[src/rtl/mem_access_unit.sv]
// Sub-word load/store adapter between the EX/MEM register and a word-only data port.
// Latency: loads registered 1 cycle; word stores 1 cycle; byte/half stores 2 cycles (read-modify-write).
// Backpressure: stall asserted for the single read cycle of a sub-word store; no other stalls.
module mem_access_unit #(
  parameter int ADDR_W = 32,
  parameter int DATA_W = 32
) (
  input  logic              clk,
  input  logic              rst_n,
  input  logic              ex_valid,
  input  logic              ex_mem_read,
  input  logic              ex_mem_write,
  input  logic [1:0]        ex_size,
  input  logic              ex_unsigned,
  input  logic [ADDR_W-1:0] ex_addr,
  input  logic [DATA_W-1:0] ex_write_data,
  output logic              mem_sig_mem_write,
  output logic [ADDR_W-1:0] mem_addr,
  output logic [DATA_W-1:0] mem_write_data,
  input  logic [DATA_W-1:0] mem_read_data,
  output logic [DATA_W-1:0] load_data,
  output logic              load_valid,
  output logic              stall,
  output logic              misaligned
);

  typedef enum logic {IDLE, RMW_WRITE} state_t;

  state_t            state, state_nxt;
  logic              is_store, is_load, is_mis;
  logic [ADDR_W-1:0] aligned_addr;
  logic [ADDR_W-1:0] rmw_addr;
  logic [DATA_W-1:0] rmw_data;
  logic [DATA_W-1:0] merged;
  logic [DATA_W-1:0] load_ext;
  logic [7:0]        byte_sel;
  logic [15:0]       half_sel;
  logic              wr_c, stall_c, capture;

  // A store wins over a load when both flags are set.
  assign is_store     = ex_valid & ex_mem_write;
  assign is_load      = ex_valid & ex_mem_read & ~ex_mem_write;
  assign aligned_addr = {ex_addr[ADDR_W-1:2], 2'b00};

  // Alignment check; size 11 is reserved and always faults.
  always_comb begin
    is_mis = 1'b0;
    case (ex_size)
      2'b00:   is_mis = 1'b0;
      2'b01:   is_mis = ex_addr[0];
      2'b10:   is_mis = |ex_addr[1:0];
      default: is_mis = 1'b1;
    endcase
  end

  // Replace the addressed byte/half lane of the fetched word with the store data.
  always_comb begin
    merged = mem_read_data;
    if (ex_size == 2'b00) begin
      case (ex_addr[1:0])
        2'b00:   merged[7:0]   = ex_write_data[7:0];
        2'b01:   merged[15:8]  = ex_write_data[7:0];
        2'b10:   merged[23:16] = ex_write_data[7:0];
        default: merged[31:24] = ex_write_data[7:0];
      endcase
    end else begin
      if (ex_addr[1]) merged[31:16] = ex_write_data[15:0];
      else            merged[15:0]  = ex_write_data[15:0];
    end
  end

  // Pick the load lane (little-endian) and sign- or zero-extend it.
  always_comb begin
    case (ex_addr[1:0])
      2'b00:   byte_sel = mem_read_data[7:0];
      2'b01:   byte_sel = mem_read_data[15:8];
      2'b10:   byte_sel = mem_read_data[23:16];
      default: byte_sel = mem_read_data[31:24];
    endcase
    half_sel = ex_addr[1] ? mem_read_data[31:16] : mem_read_data[15:0];
    case (ex_size)
      2'b00:   load_ext = {{24{~ex_unsigned & byte_sel[7]}}, byte_sel};
      2'b01:   load_ext = {{16{~ex_unsigned & half_sel[15]}}, half_sel};
      default: load_ext = mem_read_data;
    endcase
  end

  // Next-state and data-port control; RMW_WRITE ignores the still-presented request.
  always_comb begin
    state_nxt      = state;
    wr_c           = 1'b0;
    stall_c        = 1'b0;
    capture        = 1'b0;
    mem_addr       = aligned_addr;
    mem_write_data = ex_write_data;
    case (state)
      IDLE: begin
        if (is_store && !is_mis) begin
          if (ex_size == 2'b10) begin
            wr_c = 1'b1;
          end else begin
            stall_c   = 1'b1;
            capture   = 1'b1;
            state_nxt = RMW_WRITE;
          end
        end
      end
      RMW_WRITE: begin
        wr_c           = 1'b1;
        mem_addr       = rmw_addr;
        mem_write_data = rmw_data;
        state_nxt      = IDLE;
      end
      default: state_nxt = IDLE;
    endcase
  end

  // Reset must silence the write strobe and stall at once, even mid-RMW.
  assign mem_sig_mem_write = wr_c & rst_n;
  assign stall             = stall_c & rst_n;

  // State register.
  always_ff @(posedge clk or negedge rst_n) begin
    if (!rst_n) state <= IDLE;
    else        state <= state_nxt;
  end

  // Hold the merged word and its address for the write cycle.
  always_ff @(posedge clk or negedge rst_n) begin
    if (!rst_n) begin
      rmw_addr <= '0;
      rmw_data <= '0;
    end else if (capture) begin
      rmw_addr <= aligned_addr;
      rmw_data <= merged;
    end
  end

  // Registered load result plus one-cycle load_valid / misaligned pulses.
  always_ff @(posedge clk or negedge rst_n) begin
    if (!rst_n) begin
      load_data  <= '0;
      load_valid <= 1'b0;
      misaligned <= 1'b0;
    end else begin
      load_valid <= 1'b0;
      misaligned <= 1'b0;
      if (state == IDLE && (is_store || is_load)) begin
        if (is_mis) begin
          misaligned <= 1'b1;
          if (is_load) load_data <= '0;
        end else if (is_load) begin
          load_valid <= 1'b1;
          load_data  <= load_ext;
        end
      end
    end
  end

endmodule

[config.mk]
export PLATFORM = sky130hd
export DESIGN_NAME = mem_access_unit
export DESIGN_NICKNAME = d
export VERILOG_FILES = /design/src/rtl/mem_access_unit.sv
export SDC_FILE = /design/constraint.sdc
export NUM_CORES = 1
export LEC_CHECK = 0
export CAP_MARGIN = 20
export CORE_UTILIZATION = 35
export CTS_CLUSTER_SIZE = 25
export DETAILED_ROUTE_END_ITERATION = 8
export DONT_BUFFER_PORTS = 1
export PLACE_DENSITY = 0.49
export SLEW_MARGIN = 15
export SYNTH_ARGS = -nofsm -noshare
export SYNTH_HDL_FRONTEND = slang
export SYNTH_SLANG_ARGS = --single-unit
[constraint.sdc]
create_clock -name clk -period 2.75 [get_ports clk]
set_clock_uncertainty 0.2 [all_clocks]
set_input_delay 0.55 -clock clk [delete_from_list [all_inputs] [get_ports clk]]
set_output_delay 0.55 -clock clk [all_outputs]
set_load 0.01 [all_outputs]
## Word level (Yosys, flattened, before mapping)

Cells that the tools add are included.

| storage, ports and cells | value |
|---|---|
| register bits | 97 |
| bits of input ports | 104 |
| memory bits (read-only) | 0 |
| latch bits | 0 |
| memories | 0 |
| output and inout port bits | 100 |
| bits in writable memories | 0 |

| cells by class | value |
|---|---|
| reductions and logical operators | 9 |
| multiplexer cells | 28 |
| magnitude comparators | 0 |
| divide/modulo/power cells | 0 |
| multiply operators | 0 |
| $add $sub $neg | 0 |
| bitwise logic cells | 10 |
| equality and inequality tests | 4 |
| shift-type cells | 0 |

Operators by type and width:

| operator | number |
|---|---|
| $mux W32 | 6 |
| $pmux W32 S2 | 1 |
| $mux W16 | 3 |
| $mux W8 | 4 |
| $pmux W8 S3 | 1 |
| $mux W1 | 10 |
| $and A1 B1 Y1 | 7 |
| $eq A2 B1 Y1 const B | 2 |
| $eq A2 B2 Y1 const B | 2 |
| $logic_not A2 Y1 | 2 |
| $pmux W1 S2 | 2 |
| $not A1 Y1 | 3 |
| $pmux W1 S3 | 1 |
| $reduce_or A3 Y1 | 1 |
| $logic_and A1 B1 Y1 | 2 |
| $reduce_and A2 Y1 | 1 |
| $reduce_or A2 Y1 | 1 |
| $logic_not A1 Y1 | 1 |
| $logic_or A1 B1 Y1 | 1 |

## Depth between registers and ports, before layout

| depth | value |
|---|---|
| depth after elaboration | 7 |
| mapped depth | 8 |
| depth with buffers taken out | 6 |

## Least setup slack after synthesis

Ideal clock, no wire load.

| timing path | value |
|---|---|
| path type | in2out |
| from | input port ex_size[0] |
| to | output port stall |
| stages | 6 |
| required time | 2.000 ns |
| arrival | 1.421 ns |
| path slack | 0.579 ns |
| buffers on the path | 1 |
| cell sequence | buf_6 > or2_4 > o21ai_4 > nand4_2 > inv_1 > and2_1 |

| between the ends | value |
|---|---|
| longest elaborated chain between the ends | 7 |
| elaborated cells on any way between the ends | 10 |
| classes of those cells | eq/ne (2); mux (4); bitwise (1); reduce/logical (3) |

Ends and longest elaborated chain:

| item | line | source |
|---|---|---|
| start: declaration | 13 | `input logic [1:0] ex_size,` |
| $eq A2 B2 Y1, or another cell as far along | 48, 99 |  |
| $pmux W1 S3 | 48 | `case (ex_size)` |
| $logic_not A1 Y1 | 98 | `if (is_store && !is_mis) begin` |
| $logic_and A1 B1 Y1 | 98 |  |
| $mux W1 * | 98 |  |
| $mux W1 * | 96 | `case (state)` |
| $and A1 B1 Y1 * | 120 | `assign stall = stall_c & rst_n;` |
| end: declaration | 23 | `output logic stall,` |

Every way passes the cells marked *; elsewhere a longest branch is shown, timed or not.

## Worst setup path in the final report

| timing path | value |
|---|---|
| from | register state |
| to | output port mem_addr[5] |

| between the ends | value |
|---|---|
| longest elaborated chain between the ends | 1 |

Ends and longest elaborated chain:

| item | line | source |
|---|---|---|
| start: declaration | 29 | `state_t state, state_nxt;` |
| start signal: assignment | 125 | `else state <= state_nxt;` |
| $mux W32 | 96 |  |
| end: declaration | 18 | `output logic [ADDR_W-1:0] mem_addr,` |

No other way between the ends.

==> metrics.txt <==
status=complete, but fails checks; failing checks=negative hold slack; vias in the first global route=4152; die area=16180 um2; first-pass GRT wire length=24.25 mm; CTS Sinks=97; IO Count=204; CORE AREA=15260 um2; startpoint types=flop; Final Hold Fails=97; antenna violations before repair=0; Post-Layout Cell Count=772; clock slew at reported path FFs=0.06 ns; synthesis warning total=0; CTS tree=done; Slew @ Worst Pin=0.8553 ns; H-tree depth=3; Routed WL=16.18 mm; Avg WL per Cell=20.95 um; CTS Root Cell=clkbuf_16; share of layout cells above drive strength 1=21.57%; Routed Antenna Nets=0; WHS=-0.3082 ns; async set-reset flop share out of synthesis=100.0%; Worst-Skew Late Latency=0.34 ns; crit path DAT=1.55 ns; post-synthesis xor/xnor area fraction=0%; area delta synth->final=6.886%; cell area after synthesis=5488 um2; RSZ-0062 raised after global routing=no; vias per cell=5.425; number of distinct library cells after synthesis=43; Remaining DRCs=0; Die H=127.2 um; worst rel slew slack=42.98%; Synth area leader=dfrtp_1; Synth Area in Simple Gates=14.61%; clk buf depth=2; Max Fclk=435.6 MHz; worst path buffer plus inverter count=1; crit path max fanout=35; Initial DRC Count=219; Most used DFF post-synth=dfrtp_1; FP Rows=45; dpl cells=756; port buffer count=0; HP Class=input pin to async pin; Starting Density=35.97%; via count=4188; synthesized flop and latch total=97; crit path time final=2.296 ns; most frequent cells after synthesis=nand2_1, dfrtp_1, mux2_2; Diodes inserted=0; crit path cell chain=buf_4 > mux2_2; PwrDens=639.1 nW/um2; Avg Cell Area, Syn=9.462 um2; Final setup viols=0; Post-synth EDFFs=0; slowest CP cell=mux2_2; largest net degree at the start of global routing=100; leading post-synthesis cells by cell area=dfrtp_1, mux2_2, nand2_1; Max Slew Vio Count=0; max incr delay on CP=0.43 ns; cts bufs inserted=9; Req. time, crit path=2.00 ns; hpwl dp=11.98 mm; Synth Instances=580; top-area cell type share of the netlist area=44.23%; cell with the most instances after synthesis=nand2_1; CP endpoint kind=output pin; Power Total=3.749 mW; post-layout net count=660; mux share of post-synthesis cell area=19.79%; VDD IR max=335.6 uV; Post-CTS Setup Inserts=0; kind of critical path=flop to output pin; largest family of logic cells by synthesized area=multiplexers; CP top delay family=multiplexers; GRT overflow=0; setup TNS=0 ns; global-route usage over all layers=20.17%; Leak=2.598 nW; Resize count post-CTS=0; Seq/Total Area, Yosys=44.23%; Synth Area in Compound Gates=16.32%; drt first pass iters=4; Max Cap Viol=0; die width=127.2 um; adder-cell share of the synthesized area=0%; global placement routability congestion=0.8024; Final Cycle Share=83.48%
per-stage QoR:
step | setup WS (ns) | util [%] | area [um2]
6_report | 0.4543 | 38.44 | 5866
5_1_grt | 0.3974 | 38.44 | 5866
3_5_place_dp | 0.3781 | 36.52 | 5572
4_1_cts | 0.4247 | 38.44 | 5866
2_1_floorplan | 0.5795 | - | 5492
3_3_place_gp | 0.4673 | 36.52 | 5572
registers in the layout, indices dropped and copies added (netlist names):
name,flops
load_data,32
rmw_data,32
rmw_addr,30
load_valid,1
misaligned,1
state,1
per-layer routing:
layer  up-vias  track usage [%]  part of all wire [%]  wire length [um]
li1       1975                -                     -                 -
met1      1982            23.75                    40              6525
met2       197            32.29                    47              7556
met3        34            7.328                   9.6              1549
met4         0            10.57                   3.4               544
met5         -                0                     0                 0
power by group:
part / internal [mW] / switching (mW) / leakage [nW]
registers: 1.69 / 0.198 / 1.24
logic: 0.270 / 0.339 / 1.21
clock network: 0.710 / 0.540 / 0.149
layout make-up:
cell class | instances | area (um2)
flip-flops and latches | 97 | 2429
multi-input cells | 435 | 2800
repair buffers | 8 | 60.06
fillers | 1544 | 9393
clock inverters | 2 | 10.01
clock buffers | 14 | 284.0
well taps | 211 | 264.0
inverters | 5 | 18.77
cell families (layout without fill, tap and decap cells):
kind of cell / Yosys count / after routing
AOI/OAI and AO/OA: 143 / 143
buffers and inverters: 49 / 29
DFF: 97 / 97
muxes: 94 / 94
other: 1 / 2
and+or+nand+nor: 196 / 196
cells in the final DEF, fill, tap and decap left out, types with 5 or more instances in the layout:
cell type	n
mux2i_1	20
a22o_1	5
a21oi_1	26
mux2_2	70
buf_4	8
dfrtp_1	96
o21ai_0	43
o22ai_1	16
nor2_1	16
o21ai_1	23
o21ai_2	11
clkbuf_16	9
nand2_1	162
worst register-to-register path, stage by stage, from the launching register on:
cell and delay, ns:
dfrtp_2 0.42, nor2b_2 0.20, nand3b_1 0.15, and2b_4 0.41, nand2_4 0.20, o21ai_0 0.22
final timing paths:
path	depth (start not counted)	endpoint	startpoint	slack, ns
max	2	mem_addr[5]	state$_DFF_PN0_	0.45
min	0	rmw_addr[6]$_DFFE_PN0P_	rst_n	-0.31
max reg2reg	5	load_data[19]$_DFFE_PN0P_	state$_DFF_PN0_	0.86
min reg2reg	2	rmw_addr[6]$_DFFE_PN0P_	rmw_addr[6]$_DFFE_PN0P_	0.27
max in group asynchronous	0	rmw_data[10]$_DFFE_PN0P_	rst_n	2.49
min in group clk	2	rmw_addr[26]$_DFFE_PN0P_	ex_addr[26]	0.10
No activity file was read; power rests on OpenSTA's default activity.
